`src/rtl/mod_feed_pkg.sv`:
```
// Shared types and constants for the modulation segment feeder.
// Holds the FSM state enum, the Q16 carrier table and the default word/symbol sizing.
package mod_feed_pkg;

  typedef enum logic [0:0] {
    IDLE = 1'b0,
    RUN  = 1'b1
  } state_t;

  localparam int WORD_W              = 32;
  localparam int DEF_SAMPLES_PER_BIT = 8;
  localparam int ROM_DEPTH           = 8;

  // One carrier period in signed Q16: 65536*sin(2*pi*k/8), rounded to nearest.
  localparam logic [31:0] CARRIER_ROM [ROM_DEPTH] = '{
    32'h0000_0000, 32'h0000_B505, 32'h0001_0000, 32'h0000_B505,
    32'h0000_0000, 32'hFFFF_4AFB, 32'hFFFF_0000, 32'hFFFF_4AFB
  };

  function automatic logic [31:0] q16_negate(input logic [31:0] i_val);
    return ~i_val + 32'd1;
  endfunction

endpackage

```
`src/rtl/carrier_rom.sv`:
```
// Combinational carrier lookup: 3-bit phase into the package Q16 table.
module carrier_rom
  import mod_feed_pkg::*;
(
  input  logic [2:0]  i_phase,
  output logic [31:0] o_sample
);

  assign o_sample = CARRIER_ROM[i_phase];

endmodule

```
`src/rtl/modulation_segment_feeder.sv`:
```
// Serialises 32-bit payload words MSB-first into BPSK segment inputs (bit, carrier, -carrier).
// Define MOD_FEED_PRELOAD_EN to add a one-word holding register for gapless back-to-back words.
module modulation_segment_feeder
  import mod_feed_pkg::*;
#(
  parameter int SAMPLES_PER_BIT = DEF_SAMPLES_PER_BIT,
  parameter int WORD_W          = mod_feed_pkg::WORD_W
)(
  input  logic              clk,
  input  logic              reset,
  input  logic              in_valid,
  output logic              in_ready,
  input  logic [WORD_W-1:0] in_data,
  output logic [31:0]       input_bit,
  output logic [31:0]       array_ref_wire,
  output logic [31:0]       array_ref_m_wire,
  output logic              seg_valid,
  output logic [4:0]        seg_idx,
  output logic              frame_done,
  output state_t            o_dbg_state
);

  localparam int         SAMP_STEP = 8 / SAMPLES_PER_BIT;
  localparam logic [2:0] SAMP_LAST = 3'(SAMPLES_PER_BIT - 1);
  localparam logic [4:0] BIT_LAST  = 5'(WORD_W - 1);

  state_t            r_state, w_nxt_state;
  logic [WORD_W-1:0] r_shift, w_nxt_shift;
  logic [4:0]        r_bit_cnt, w_nxt_bit_cnt;
  logic [2:0]        r_samp_cnt, w_nxt_samp_cnt;
  logic              w_take;
  logic              w_last;
  logic              w_nxt_ready;
  logic              w_nxt_frame_done;
  logic [2:0]        w_phase;
  logic [31:0]       w_carrier;

  logic              r_in_ready;
  logic [31:0]       r_input_bit;
  logic [31:0]       r_ref;
  logic [31:0]       r_ref_m;
  logic              r_seg_valid;
  logic [4:0]        r_seg_idx;
  logic              r_frame_done;

`ifdef MOD_FEED_PRELOAD_EN
  logic [WORD_W-1:0] r_hold, w_nxt_hold;
  logic              r_hold_full, w_nxt_hold_full;
`endif

  // Handshake: a word transfers on a rising edge where in_valid && in_ready are both high;
  // in_ready never depends on in_valid and the producer holds in_data steady until the transfer.
  assign w_take = in_valid && r_in_ready;
  assign w_last = (r_state == RUN) && (r_bit_cnt == BIT_LAST) && (r_samp_cnt == SAMP_LAST);

  // Counters hold the position currently on the outputs, so the output registers
  // are loaded from the next position to keep them aligned with the counters.
  always_comb begin
    w_nxt_state    = r_state;
    w_nxt_shift    = r_shift;
    w_nxt_bit_cnt  = r_bit_cnt;
    w_nxt_samp_cnt = r_samp_cnt;
`ifdef MOD_FEED_PRELOAD_EN
    w_nxt_hold      = r_hold;
    w_nxt_hold_full = r_hold_full;
`endif
    case (r_state)
      IDLE: begin
        if (w_take) begin
          w_nxt_state    = RUN;
          w_nxt_shift    = in_data;
          w_nxt_bit_cnt  = '0;
          w_nxt_samp_cnt = '0;
        end
      end
      RUN: begin
        if (w_last) begin
          w_nxt_bit_cnt  = '0;
          w_nxt_samp_cnt = '0;
`ifdef MOD_FEED_PRELOAD_EN
          if (r_hold_full) begin
            w_nxt_shift     = r_hold;
            w_nxt_hold_full = 1'b0;
          end else if (w_take) begin
            w_nxt_shift = in_data;
          end else begin
            w_nxt_state = IDLE;
            w_nxt_shift = '0;
          end
`else
          w_nxt_state = IDLE;
          w_nxt_shift = '0;
`endif
        end else begin
          if (r_samp_cnt == SAMP_LAST) begin
            w_nxt_samp_cnt = '0;
            w_nxt_bit_cnt  = r_bit_cnt + 5'd1;
            w_nxt_shift    = {r_shift[WORD_W-2:0], 1'b0};
          end else begin
            w_nxt_samp_cnt = r_samp_cnt + 3'd1;
          end
`ifdef MOD_FEED_PRELOAD_EN
          if (w_take) begin
            w_nxt_hold      = in_data;
            w_nxt_hold_full = 1'b1;
          end
`endif
        end
      end
      default: w_nxt_state = IDLE;
    endcase
  end

`ifdef MOD_FEED_PRELOAD_EN
  assign w_nxt_ready = (w_nxt_state == IDLE) || !w_nxt_hold_full;
`else
  assign w_nxt_ready = (w_nxt_state == IDLE);
`endif

  assign w_nxt_frame_done = (w_nxt_state == RUN) && (w_nxt_bit_cnt == BIT_LAST) &&
                            (w_nxt_samp_cnt == SAMP_LAST);
  assign w_phase          = 3'(w_nxt_samp_cnt * SAMP_STEP);

  carrier_rom u_carrier_rom (
    .i_phase  (w_phase),
    .o_sample (w_carrier)
  );

  always_ff @(posedge clk or posedge reset) begin
    if (reset) begin
      r_state      <= IDLE;
      r_shift      <= '0;
      r_bit_cnt    <= '0;
      r_samp_cnt   <= '0;
      r_in_ready   <= 1'b0;
      r_input_bit  <= '0;
      r_ref        <= '0;
      r_ref_m      <= '0;
      r_seg_valid  <= 1'b0;
      r_seg_idx    <= '0;
      r_frame_done <= 1'b0;
    end else begin
      r_state    <= w_nxt_state;
      r_shift    <= w_nxt_shift;
      r_bit_cnt  <= w_nxt_bit_cnt;
      r_samp_cnt <= w_nxt_samp_cnt;
      r_in_ready <= w_nxt_ready;
      if (w_nxt_state == RUN) begin
        r_input_bit  <= {31'd0, w_nxt_shift[WORD_W-1]};
        r_ref        <= w_carrier;
        r_ref_m      <= q16_negate(w_carrier);
        r_seg_valid  <= 1'b1;
        r_seg_idx    <= w_nxt_bit_cnt;
        r_frame_done <= w_nxt_frame_done;
      end else begin
        r_input_bit  <= '0;
        r_ref        <= '0;
        r_ref_m      <= '0;
        r_seg_valid  <= 1'b0;
        r_seg_idx    <= '0;
        r_frame_done <= 1'b0;
      end
    end
  end

`ifdef MOD_FEED_PRELOAD_EN
  always_ff @(posedge clk or posedge reset) begin
    if (reset) begin
      r_hold      <= '0;
      r_hold_full <= 1'b0;
    end else begin
      r_hold      <= w_nxt_hold;
      r_hold_full <= w_nxt_hold_full;
    end
  end
`endif

  assign in_ready         = r_in_ready;
  assign input_bit        = r_input_bit;
  assign array_ref_wire   = r_ref;
  assign array_ref_m_wire = r_ref_m;
  assign seg_valid        = r_seg_valid;
  assign seg_idx          = r_seg_idx;
  assign frame_done       = r_frame_done;
  assign o_dbg_state      = r_state;

endmodule

```
`config.mk`:
```
export PLATFORM = sky130hd
export DESIGN_NAME = modulation_segment_feeder
export DESIGN_NICKNAME = d
export VERILOG_FILES = /design/src/rtl/mod_feed_pkg.sv /design/src/rtl/carrier_rom.sv /design/src/rtl/modulation_segment_feeder.sv
export SDC_FILE = /design/constraint.sdc
export NUM_CORES = 1
export LEC_CHECK = 0
export BUFFER_PORTS_ARGS = -buffer_cell sky130_fd_sc_hd__buf_2
export CAP_MARGIN = 20
export CORE_MARGIN = 2
export CORE_UTILIZATION = 45
export CTS_BUF_LIST = sky130_fd_sc_hd__clkbuf_4 sky130_fd_sc_hd__clkbuf_8
export DETAILED_ROUTE_END_ITERATION = 6
export PLACE_DENSITY_LB_ADDON = 0.2
export SLEW_MARGIN = 5
export SYNTH_ARGS = -nofsm -noshare
export SYNTH_HDL_FRONTEND = slang
export SYNTH_SLANG_ARGS = --single-unit
export TNS_END_PERCENT = 5
```
`constraint.sdc`:
```
create_clock -name clk -period 3.3 [get_ports clk]
set_clock_uncertainty 0.05 [all_clocks]
set_input_delay 0.165 -clock clk [delete_from_list [all_inputs] [get_ports clk]]
set_output_delay 0.165 -clock clk [all_outputs]
set_load 0.005 [all_outputs]
```
==> metrics.yaml <==
status: "finished with violations"
violations: "DRC"
cts_max_level: 3
hpwlAfterDp_mm: 4.164
critical_path.top_delay_family: "adder cells"
nets: 425
final_cells: 489
syn_area_um2: 3357
peakVddDrop_mv: 0.3233
die-area_um2: 8167
ctsRootBufferMaster: "clkbuf_8"
diodes: 0
area_growth_pct: 16.66
start_kind: "flip-flop"
firstDrtPassIters: 7
total_leakage_power_uw: 0.002265
port_buffers: 108
fin_util: 0.5399
maxSlewViolCount: 0
synth-edff-count: 0
cp-end-kind: "flip-flop"
drt_wl_total_mm: 6.382
worst_skew_pair.late_latency_ps: 340
ys_ff_latch: 71
min_period_ps: 2236
syn_avg_cell_area_um2: 11.12
grt_pass1_vias: 2168
multi_input_area_um2: 924.6
arrival_ps: 2400
setup_viol: 0
die_w_um: 90.37
worst_pin_slew_ps: 631.2
cts_sinks: 71
layout-drive-gt1-share: 0.3462
ys.flop_type: "dfrtp_1"
p_per_area_nw_per_um2: 832.1
crit_type: "reg2reg"
cts_hold_buffers: 21
clkTransAtPathRegs_ps: 70
grt_pass1_wl_mm: 10.50
max_stage_delay_ps: 460
via_count: 2351
viasPerCell: 4.808
hp-class: "in2reg"
gp_congestion: 0.7074
fin_tns_setup_ps: 0
drt_iter0_markers: 220
grt_setup_unrepaired: "no"
critPathBufInv: 2
drv_cap: 0
cts_resized: 0
n_fill_cell: 662
ys_types: 37
antenna_found_initial: 0
grt_max_degree: 45
timing.final.crit_share: 0.6776
required_ps: 3470
fp.coreArea_um2: 7253
track_usage: 0.1603
slew_headroom: 0.5792
cts_tree: "done"
dpl-instance-area_um2: 3538
drc: 10
ios: 140
ys.warnings.count: 0
cts_setup_buffers: 0
clock_path_buffers: 2
postSynthCellCount: 302
die_h_um: 90.37
dp.cells: 453
start_util: 0.4628
crit_top_cell: "ha_1"
row_count: 31
wl_per_cell_um: 13.05
max_freq_mhz: 447.2
overflow: 0
cp_max_fo: 30
ant_nets: 0
ys_seq_area_frac: 0.5293
stdcell_area_um2: 3916
r2r_slack_ps: 1060
path_cells: "ha_1, and3_1, ha_1, and3b_1, buf_4, a222oi_1, inv_1"
cp_slowest_cell: "dfrtp_1"
register_area_um2: 1777
hold_violations: 0
async_flop_share: 1.000
cts_inserted_buffers: 9
[metal layers]
layer  vias up  share of wire  global-route usage  wire length, µm
met5         -              0                   0                0
met4         0          0.014             0.07692               89
met3         9          0.068             0.03589              435
met2       117           0.51              0.2719             3224
met1      1128           0.41              0.1937             2633
li1       1097              -                   -                -
[logic make-up after synthesis]
kind of cell	after synthesis	synth area share
mux	1	0.002982
fa+ha+maj	4	0.01491
xor+xnor	1	0.002609
flops	71	0.5293
buf+inv	127	0.2300
simple gates	42	0.07492
compound gates	55	0.1442
other cells	1	0.001117
[cell usage after synthesis, types with 2 or more instances]
cell	instances	area, µm²
o21ai_1	2	10.01
a21o_1	7	52.55
dfrtp_1	71	1777
o21a_1	2	15.01
ha_1	4	50.05
a21oi_1	5	25.02
a22o_1	3	26.28
and2_1	3	18.77
buf_2	8	40.04
nor2_1	19	71.32
and4b_1	2	20.02
clkbuf_1	8	30.03
buf_4	74	555.5
and3b_1	2	17.52
a222oi_1	30	300.3
inv_1	36	135.1
nand2_1	3	11.26
nor2b_1	4	25.02
[tightest hold or removal path: cells and delay by family]
family	cells	cell delay [ps]
AOI/OAI and AO/OA	1	80
buffers and inverters	2	130
[path summary, 6_finish.rpt]
kind	from	endpoint	cells past startpoint
min in group asynchronous	reset	r_bit_cnt[0]$_DFF_PP0_	3
worst min register to register	r_shift[31]$_DFF_PP0_	r_shift[31]$_DFF_PP0_	1
max in group asynchronous	reset	r_shift[18]$_DFFE_PP0P_	4
worst min-delay path	in_data[24]	r_shift[24]$_DFFE_PP0P_	3
worst max register to register	r_bit_cnt[0]$_DFF_PP0_	r_shift[7]$_DFFE_PP0P_	7
worst max-delay path	r_bit_cnt[0]$_DFF_PP0_	r_shift[7]$_DFFE_PP0P_	7
[power by group]
part	total, µW	internal (µW)	switching (µW)
clock network	600	293	307
registers	1430	1220	204
logic	1230	588	644
[layout by cell type, fill, tap and decap left out, drive strengths merged, types with 4 or more instances in the layout]
cell	instances
o21ai	4
nor2	19
nor2b	4
dlygate4sd3	21
conb	31
a21o	7
dfrtp	71
clkbuf	11
inv	36
buf	113
ha	4
a21oi	6
a222oi	30
[flip-flops by register name, indices dropped and copies added, names as in the netlist]
signal	flops
r_bit_cnt	5
in_ready	1
r_samp_cnt	3
r_shift	32
seg_valid	1
frame_done	1
seg_idx	5
array_ref_wire	4
input_bit	1
array_ref_m_wire	18
[through the flow]
step / setup WS (ps) / hold WS [ps] / power [µW]
6_report: 1064 / 16.44 / 3259
5_1_grt: 873.2 / 8.345 / 3526
4_1_cts: 1061 / 0.2177 / 3303
3_5_place_dp: 1086 / 211.3 / 2672
3_3_place_gp: 1171 / 205.9 / 2641
2_1_floorplan: 1248 / 254.9 / 2446
[cell type report]
type,count,share of cell area
Inverter,36,0.03450
Timing Repair Buffer,134,0.2013
Clock inverter,4,0.005751
Sequential cell,71,0.4537
Tap cell,99,0.03163
Multi-Input combinational cell,134,0.2361
Clock buffer,11,0.03706
(Power assumes the default switching activity.)
